===== config.mk =====
export PLATFORM = sky130hd
export DESIGN_NAME = fsm_step_arbiter
export DESIGN_NICKNAME = d
export VERILOG_FILES = /design/src/rtl/fsm_step_arbiter.sv
export SDC_FILE = /design/constraint.sdc
export NUM_CORES = 1
export LEC_CHECK = 0
export BUFFER_PORTS_ARGS = -buffer_cell sky130_fd_sc_hd__clkbuf_2
export CORE_MARGIN = 1.5
export CORE_UTILIZATION = 50
export CTS_CLUSTER_DIAMETER = 60
export CTS_CLUSTER_SIZE = 40
export DETAILED_ROUTE_END_ITERATION = 6
export PLACE_DENSITY_LB_ADDON = 0.12
export SLEW_MARGIN = 10
export SYNTH_ARGS = -nofsm -noshare
export SYNTH_HDL_FRONTEND = slang
export SYNTH_SLANG_ARGS = --single-unit

===== constraint.sdc =====
create_clock -name clk -period 2.02 [get_ports clk]
set_input_delay 0.404 -clock clk [delete_from_list [all_inputs] [get_ports clk]]
set_output_delay 0.404 -clock clk [all_outputs]
set_load 0.01 [all_outputs]

===== src/rtl/fsm_step_arbiter.sv =====
// fsm_step_arbiter: shares one stepping 16-state control FSM between two requesters.
// A granted requester gets an optional synchronous clear followed by len steps of a
// fixed steering pattern. The FSM state is then returned in result with a done pulse.
//
// Ports:
//   clk, reset_n                 clock (rising edge), asynchronous active-low reset
//   req0/1, in1_x, in2_x         per-requester request and steering pattern
//   len0/1, clr0/1               per-requester step count and clear-first flag
//   gnt0/1, done0/1              one-cycle accept / completion pulses
//   result                       FSM state captured at burst end, held until next capture
//   state_in                     current state of the shared FSM
//   step_en, fsm_in1/2           FSM advance enable and steering inputs
//   fsm_clear                    synchronous clear to the FSM
module fsm_step_arbiter #(
    parameter int unsigned LEN_W = 4
) (
    input  logic             clk,
    input  logic             reset_n,
    input  logic             req0,
    input  logic             req1,
    input  logic             in1_0,
    input  logic             in2_0,
    input  logic             in1_1,
    input  logic             in2_1,
    input  logic [LEN_W-1:0] len0,
    input  logic [LEN_W-1:0] len1,
    input  logic             clr0,
    input  logic             clr1,
    output logic             gnt0,
    output logic             gnt1,
    output logic             done0,
    output logic             done1,
    output logic [3:0]       result,
    input  logic [3:0]       state_in,
    output logic             step_en,
    output logic             fsm_in1,
    output logic             fsm_in2,
    output logic             fsm_clear
);

    typedef enum logic [1:0] {StIdle, StClr, StStep, StFin} state_t;

    state_t             state_q, state_d;
    logic               owner_q, owner_d;
    logic               last_grant_q, last_grant_d;
    logic               pat1_q, pat1_d;
    logic               pat2_q, pat2_d;
    logic [LEN_W-1:0]   len_q, len_d;
    logic [LEN_W-1:0]   cnt_q, cnt_d;
    logic               gnt0_q, gnt0_d;
    logic               gnt1_q, gnt1_d;
    logic               done0_q, done0_d;
    logic               done1_q, done1_d;
    logic [3:0]         result_q, result_d;

    logic               win;
    logic [LEN_W-1:0]   sel_len;
    logic               sel_clr;

    always_comb begin
        state_d      = state_q;
        owner_d      = owner_q;
        last_grant_d = last_grant_q;
        pat1_d       = pat1_q;
        pat2_d       = pat2_q;
        len_d        = len_q;
        cnt_d        = cnt_q;
        gnt0_d       = 1'b0;
        gnt1_d       = 1'b0;
        done0_d      = 1'b0;
        done1_d      = 1'b0;
        result_d     = result_q;

        // On a tie the requester that did not win last time goes first.
        win     = (req0 && req1) ? ~last_grant_q : req1;
        sel_len = win ? len1 : len0;
        sel_clr = win ? clr1 : clr0;

        unique case (state_q)
            StIdle: begin
                if (req0 || req1) begin
                    owner_d      = win;
                    last_grant_d = win;
                    pat1_d       = win ? in1_1 : in1_0;
                    pat2_d       = win ? in2_1 : in2_0;
                    len_d        = sel_len;
                    // Counter is preloaded here so CLR can hand over to STEP directly.
                    cnt_d        = sel_len;
                    gnt0_d       = ~win;
                    gnt1_d       = win;
                    if (sel_clr) begin
                        state_d = StClr;
                    end else if (sel_len != '0) begin
                        state_d = StStep;
                    end else begin
                        state_d = StFin;
                    end
                end
            end
            StClr: begin
                state_d = (len_q != '0) ? StStep : StFin;
            end
            StStep: begin
                cnt_d = cnt_q - LEN_W'(1);
                if (cnt_q <= LEN_W'(1)) begin
                    state_d = StFin;
                end
            end
            StFin: begin
                result_d = state_in;
                done0_d  = ~owner_q;
                done1_d  = owner_q;
                state_d  = StIdle;
            end
            default: state_d = StIdle;
        endcase
    end

    always_ff @(posedge clk or negedge reset_n) begin
        if (!reset_n) begin
            state_q      <= StIdle;
            owner_q      <= 1'b0;
            last_grant_q <= 1'b1;
            pat1_q       <= 1'b0;
            pat2_q       <= 1'b0;
            len_q        <= '0;
            cnt_q        <= '0;
            gnt0_q       <= 1'b0;
            gnt1_q       <= 1'b0;
            done0_q      <= 1'b0;
            done1_q      <= 1'b0;
            result_q     <= 4'h0;
        end else begin
            state_q      <= state_d;
            owner_q      <= owner_d;
            last_grant_q <= last_grant_d;
            pat1_q       <= pat1_d;
            pat2_q       <= pat2_d;
            len_q        <= len_d;
            cnt_q        <= cnt_d;
            gnt0_q       <= gnt0_d;
            gnt1_q       <= gnt1_d;
            done0_q      <= done0_d;
            done1_q      <= done1_d;
            result_q     <= result_d;
        end
    end

    // FSM-facing controls decode the state register only, so reset drops them at once.
    assign step_en   = (state_q == StStep);
    assign fsm_clear = (state_q == StClr);
    assign fsm_in1   = step_en & pat1_q;
    assign fsm_in2   = step_en & pat2_q;

    assign gnt0   = gnt0_q;
    assign gnt1   = gnt1_q;
    assign done0  = done0_q;
    assign done1  = done1_q;
    assign result = result_q;

endmodule


# ---- After elaboration in Yosys (flattened, before gate mapping)
# Index checks and enable logic that the tools add are counted.
dict set report classes {
  addsub 1
  magnitude_cmp 1
  n_eq_ne 5
  mux 19
  bitwise_logic 5
  reduce_logical 9
}
# op n
set ops {}
lappend ops {{$mux 1} 12}
lappend ops {{$mux 4} 2}
lappend ops {{$pmux 2 s4} 1}
lappend ops {{$pmux 4 s2} 1}
lappend ops {{$reduce_bool 4->1} 2}
lappend ops {{$mux 2} 3}
lappend ops {{$reduce_and 2->1} 3}
lappend ops {{$eq 2x2->1 const B} 2}
lappend ops {{$le 4x1->1 const B} 1}
lappend ops {{$sub 4x1->4 const B} 1}
lappend ops {{$not 1->1} 3}
lappend ops {{$and 1x1->1} 2}
lappend ops {{$eq 2x1->1 const B} 1}
lappend ops {{$logic_not 2->1} 1}
lappend ops {{$ne 2x1->1 const B} 1}
lappend ops {{$ne 2x2->1 const B} 1}
lappend ops {{$reduce_bool 2->1} 1}
lappend ops {{$logic_and 1x1->1} 1}
lappend ops {{$logic_or 1x1->1} 1}
dict set report word_totals {
  regBits 22
  inputBits 22
  out_inout_bits 12
  word_cells 52
}

# ---- Depth between registers and ports, before layout
dict set report logic_depth {
  depth_word 8
  mapped_depth 7
  depth_no_buf 6
}

# ---- Worst setup path after synthesis
# No wires, ideal clock.
dict set report synth_path {
  kind {register to register}
  from {register state_q[0]}
  to {register cnt_q[0]}
  setup_time_ns 0.124
  t_arrival_ns 1.597
  required_time_ns 1.896
  setup_slack_ns 0.299
  path_stages_with_launch 8
  n_path_buf 1
  synth_period_minus_slack_ns 1.721
  path_cell_list {dfrtp_1 inv_1 ha_1 or3b_1 buf_2 o21ai_2 nor3_1 a211o_1}
}
dict set report synth_via {
  elab_chain_cells 3
  word_cells_on_any_way 6
  classes_between {2 x eq/ne; 1 x mux; 3 x reduce/logical}
}
# item line_no
set synth_lines {}
lappend synth_lines {{start, declared} 43} ;# state_t state_q, state_d;
lappend synth_lines {{start signal, assigned} 121} ;# state_q <= StIdle;
lappend synth_lines {{start signal, assigned} 134} ;# state_q <= state_d;
lappend synth_lines {{$eq 2x2->1 / $logic_not 2->1 (equally long branches)} 79} ;# unique case (state_q)
lappend synth_lines {{$reduce_bool 2->1 (no line) / $ne 2x2->1 (equally long branches)} n/a}
lappend synth_lines {{$reduce_and 2->1 (no line)} n/a}
lappend synth_lines {{end signal, assigned} 140} ;# cnt_q <= cnt_d;
lappend synth_lines {{end, declared} 49} ;# logic [LEN_W-1:0] cnt_q, cnt_d;
# Parallel ways exist; a longest one is shown, timed or not.
# A chain may end at the register's enable or synchronous reset.

# ---- Worst setup path after layout
# Ends and elaborated chain as after synthesis.

==> impl_metrics.yaml <==
setup_path:
  worstPathMaxFanout: 6
  arrival_ps: 2110
  start_kind: "flop"
  crit_path_end_kind: "flop"
  critPathKind: "flop to flop"
  required_ps: 2210
hold_path:
  hold_path.class: "input pin to asynchronous set/reset pin"
grt:
  antenna_found_initial: 0
  grt_pass1_wl_um: 3710
  gr-usage-all-layers_pct: 20.0
  grt_start_max_net_pins: 23
  grt_pass1_vias: 853
  grt_overflow: 0
drt:
  vias: 882
  detail_route.first_pass.iterations: 4
  drt-initial-drc-count: 18
  wl_per_cell_um: 13.4
  route.detailed.drc: 0
  vias_per_cell: 5.25
  routed_wl_um: 2250
  ant_nets: 0
synthesis:
  syn_inst: 105
  yosys_warnings: 0
  synth_cell_types: 33
  synthesis.area_um2: 1140
  ys_seq_area_share_pct: 48.2
  muxShareOfSynthArea_pct: 11.9
  synth-simple-area-share_pct: 14.0
  synth-xor-area-share_pct: 0
  synth_top_family_by_area: "compound AO/OA/AOI/OAI gates"
  syn_nets: 134
  synth-compound-area-share_pct: 14.8
  synth-seq-cells: 22
  synth_fa_ha_area_share_pct: 7.66
  syn_avg_cell_area_um2: 10.9
flow_run:
  maxCapViolCount: 0
place:
  place_congestion: 0.789
  dpl_worst_slack_ps: 144
  port_buffers: 33
  place_inst: 164
  hpwl_um: 1700
clocking:
  clk_pin_slew_ps: 120
  cts-root-buf: "clkbuf_4"
  h-tree-depth: 1
  cts_tree: "yes"
  clockBufferDepth: 2
  clock-sinks: 22
  insertion_delay_ps: 310
  cts-buffers-inserted: 3
  postCtsSetupBuffers: 0
die:
  rows: 17
  die-area_um2: 2580
  die_h_um: 50.8
  die_w_um: 50.8
  core_um2: 2190
  initial_utilization_pct: 52.2
  io_pins: 34
layout:
  fillCellCount: 185
  diodes: 0
  drive_above_1_share_pct: 37.1
  layout-area-overhead-vs-synth_pct: 22.2
  regArea_um2: 552
  instances_no_fill: 168
  final_common_cell: "clkbuf_2"
  final_cell_mix: "33 x clkbuf_2, 21 x dfrtp_1, 9 x o21ai_0, 9 x nand2_1, 8 x mux2i_1"
  layout.nets: 170
  multi_input_area_um2: 576
power:
  p_sw_mw: 0.815
  p_seq_share_pct: 37.9
  power-per-cell-area_nw_per_um2: 1490
  p_int_mw: 1.27
  ir_drop_uv: 888
  clkPwrFrac_pct: 11.5
  pwr-share-comb_pct: 50.6
  leakage_nw: 0.706
  p_sw_share_pct: 39.1
timing:
  slew_violations: 0
  tns_ps: 0
  hold_viol_final: 0
  max_freq_mhz: 520
  relSlewSlack_pct: 62.8
  hold_ws_ps: 60.4
  fin_skew_ps: 5.63
  period_needed_ps: 1920
  period_share_pct: 95.2
  worst-slew-pin-transition_ps: 558
  rsz0062_at_grt: "no"
  final.setup.worst_slack_ps: 96.9
  setup_viol: 0
status:
  outcome: "complete, no violations"
-- critical path, stage by stage (launching register included) --
cell     delay [ps]
dfrtp_1         420
inv_1           160
ha_1            290
or3b_4          460
and3_1          210
a211o_1         280
-- cells by family after synthesis --
| group | Yosys count |
|---|---|
| flops | 22 |
| mux | 13 |
| fa+ha+maj | 7 |
| simple gates | 30 |
| compound gates | 24 |
| buf+inv | 9 |
-- through the flow --
| stage | power (mW) | util, % | area, um^2 |
|---|---|---|---|
| 6_report | 2.09 | 63.8 | 1400 |
| 5_1_grt | 2.27 | 63.8 | 1400 |
| 4_1_cts | 2.06 | 62.9 | 1380 |
| 3_5_place_dp | 1.80 | 61.1 | 1340 |
| 3_3_place_gp | 1.75 | 61.1 | 1340 |
| 2_1_floorplan | 1.51 | - | 1140 |
-- cell type report --
cell class | count | share of cell area, %
well taps | 28 | 2.51
flip-flops and latches | 22 | 39.5
clock buffers | 4 | 2.60
multi-input cells | 74 | 41.2
repair buffers | 35 | 12.9
inverters | 5 | 1.34
-- power groups by stage --
stage	logic [mW]	clock network, mW	registers (mW)
after CTS	1.02	0.251	0.787
after global placement	0.971	0	0.783
after global routing	1.18	0.268	0.821
after detailed placement	1.01	0	0.795
after floorplan	0.708	0	0.802
final	1.06	0.240	0.791
-- Yosys cell counts --
master | n | area [um^2]
o21bai_1 | 1 | 7.51
mux2_2 | 5 | 56.3
a31oi_1 | 1 | 6.26
ha_1 | 7 | 87.6
buf_2 | 1 | 5.00
o21ai_2 | 2 | 17.5
a21oi_1 | 2 | 10.0
nor3b_1 | 2 | 15.0
and2_1 | 4 | 25.0
buf_4 | 1 | 7.51
and3_1 | 1 | 6.26
a211o_1 | 2 | 17.5
or3_1 | 1 | 6.26
dfstp_2 | 1 | 26.3
or2_2 | 1 | 6.26
a21boi_2 | 1 | 11.3
or3b_1 | 1 | 8.76
nand2_1 | 9 | 33.8
nor2b_1 | 2 | 12.5
mux2i_1 | 8 | 80.1
nor2_1 | 2 | 7.51
dfrtp_1 | 21 | 526
o21a_1 | 1 | 7.51
o31ai_1 | 1 | 7.51
a21o_1 | 2 | 15.0
nand3_1 | 1 | 5.00
clkbuf_1 | 2 | 7.51
o21ai_0 | 9 | 45.0
nor3_1 | 3 | 15.0
a221oi_2 | 1 | 15.0
inv_1 | 5 | 18.8
nor4_1 | 3 | 18.8
o311ai_0 | 1 | 8.76
-- worst paths after layout --
check | from | end | slack, ps | cells past startpoint
min | reset_n | cnt_q[1] | 60 | 1
max reg2reg | state_q[0] | cnt_q[0] | 100 | 5
max | state_q[0] | cnt_q[0] | 100 | 5
min reg2reg | owner_q | done0 | 480 | 1
min in group clk | state_in[1] | result[1] | 320 | 2
max in group asynchronous | reset_n | last_grant_q | 1590 | 1
-- flip-flops by register name, summed over array words and instances, names as in the netlist --
name	count
done1	1
gnt1	1
pat2_q	1
len_q	4
done0	1
cnt_q	4
last_grant_q	1
state_q	2
pat1_q	1
gnt0	1
owner_q	1
result	4
-- metal layers --
layer	track usage [%]	share of wire, %	up-vias
li1	-	-	439
met5	0	0	-
met1	24.5	47	409
met3	4.39	4.9	6
met2	31.8	46	28
met4	13.1	2.0	0
-- repair_timing --
action                     CTS  global route
gates cloned                 0             0
resized for setup            1             3
hold buffers                 0             0
pin swaps                    0             0
setup endpoints to repair    2             2
Note: power is estimated with default switching activity, not from simulation.
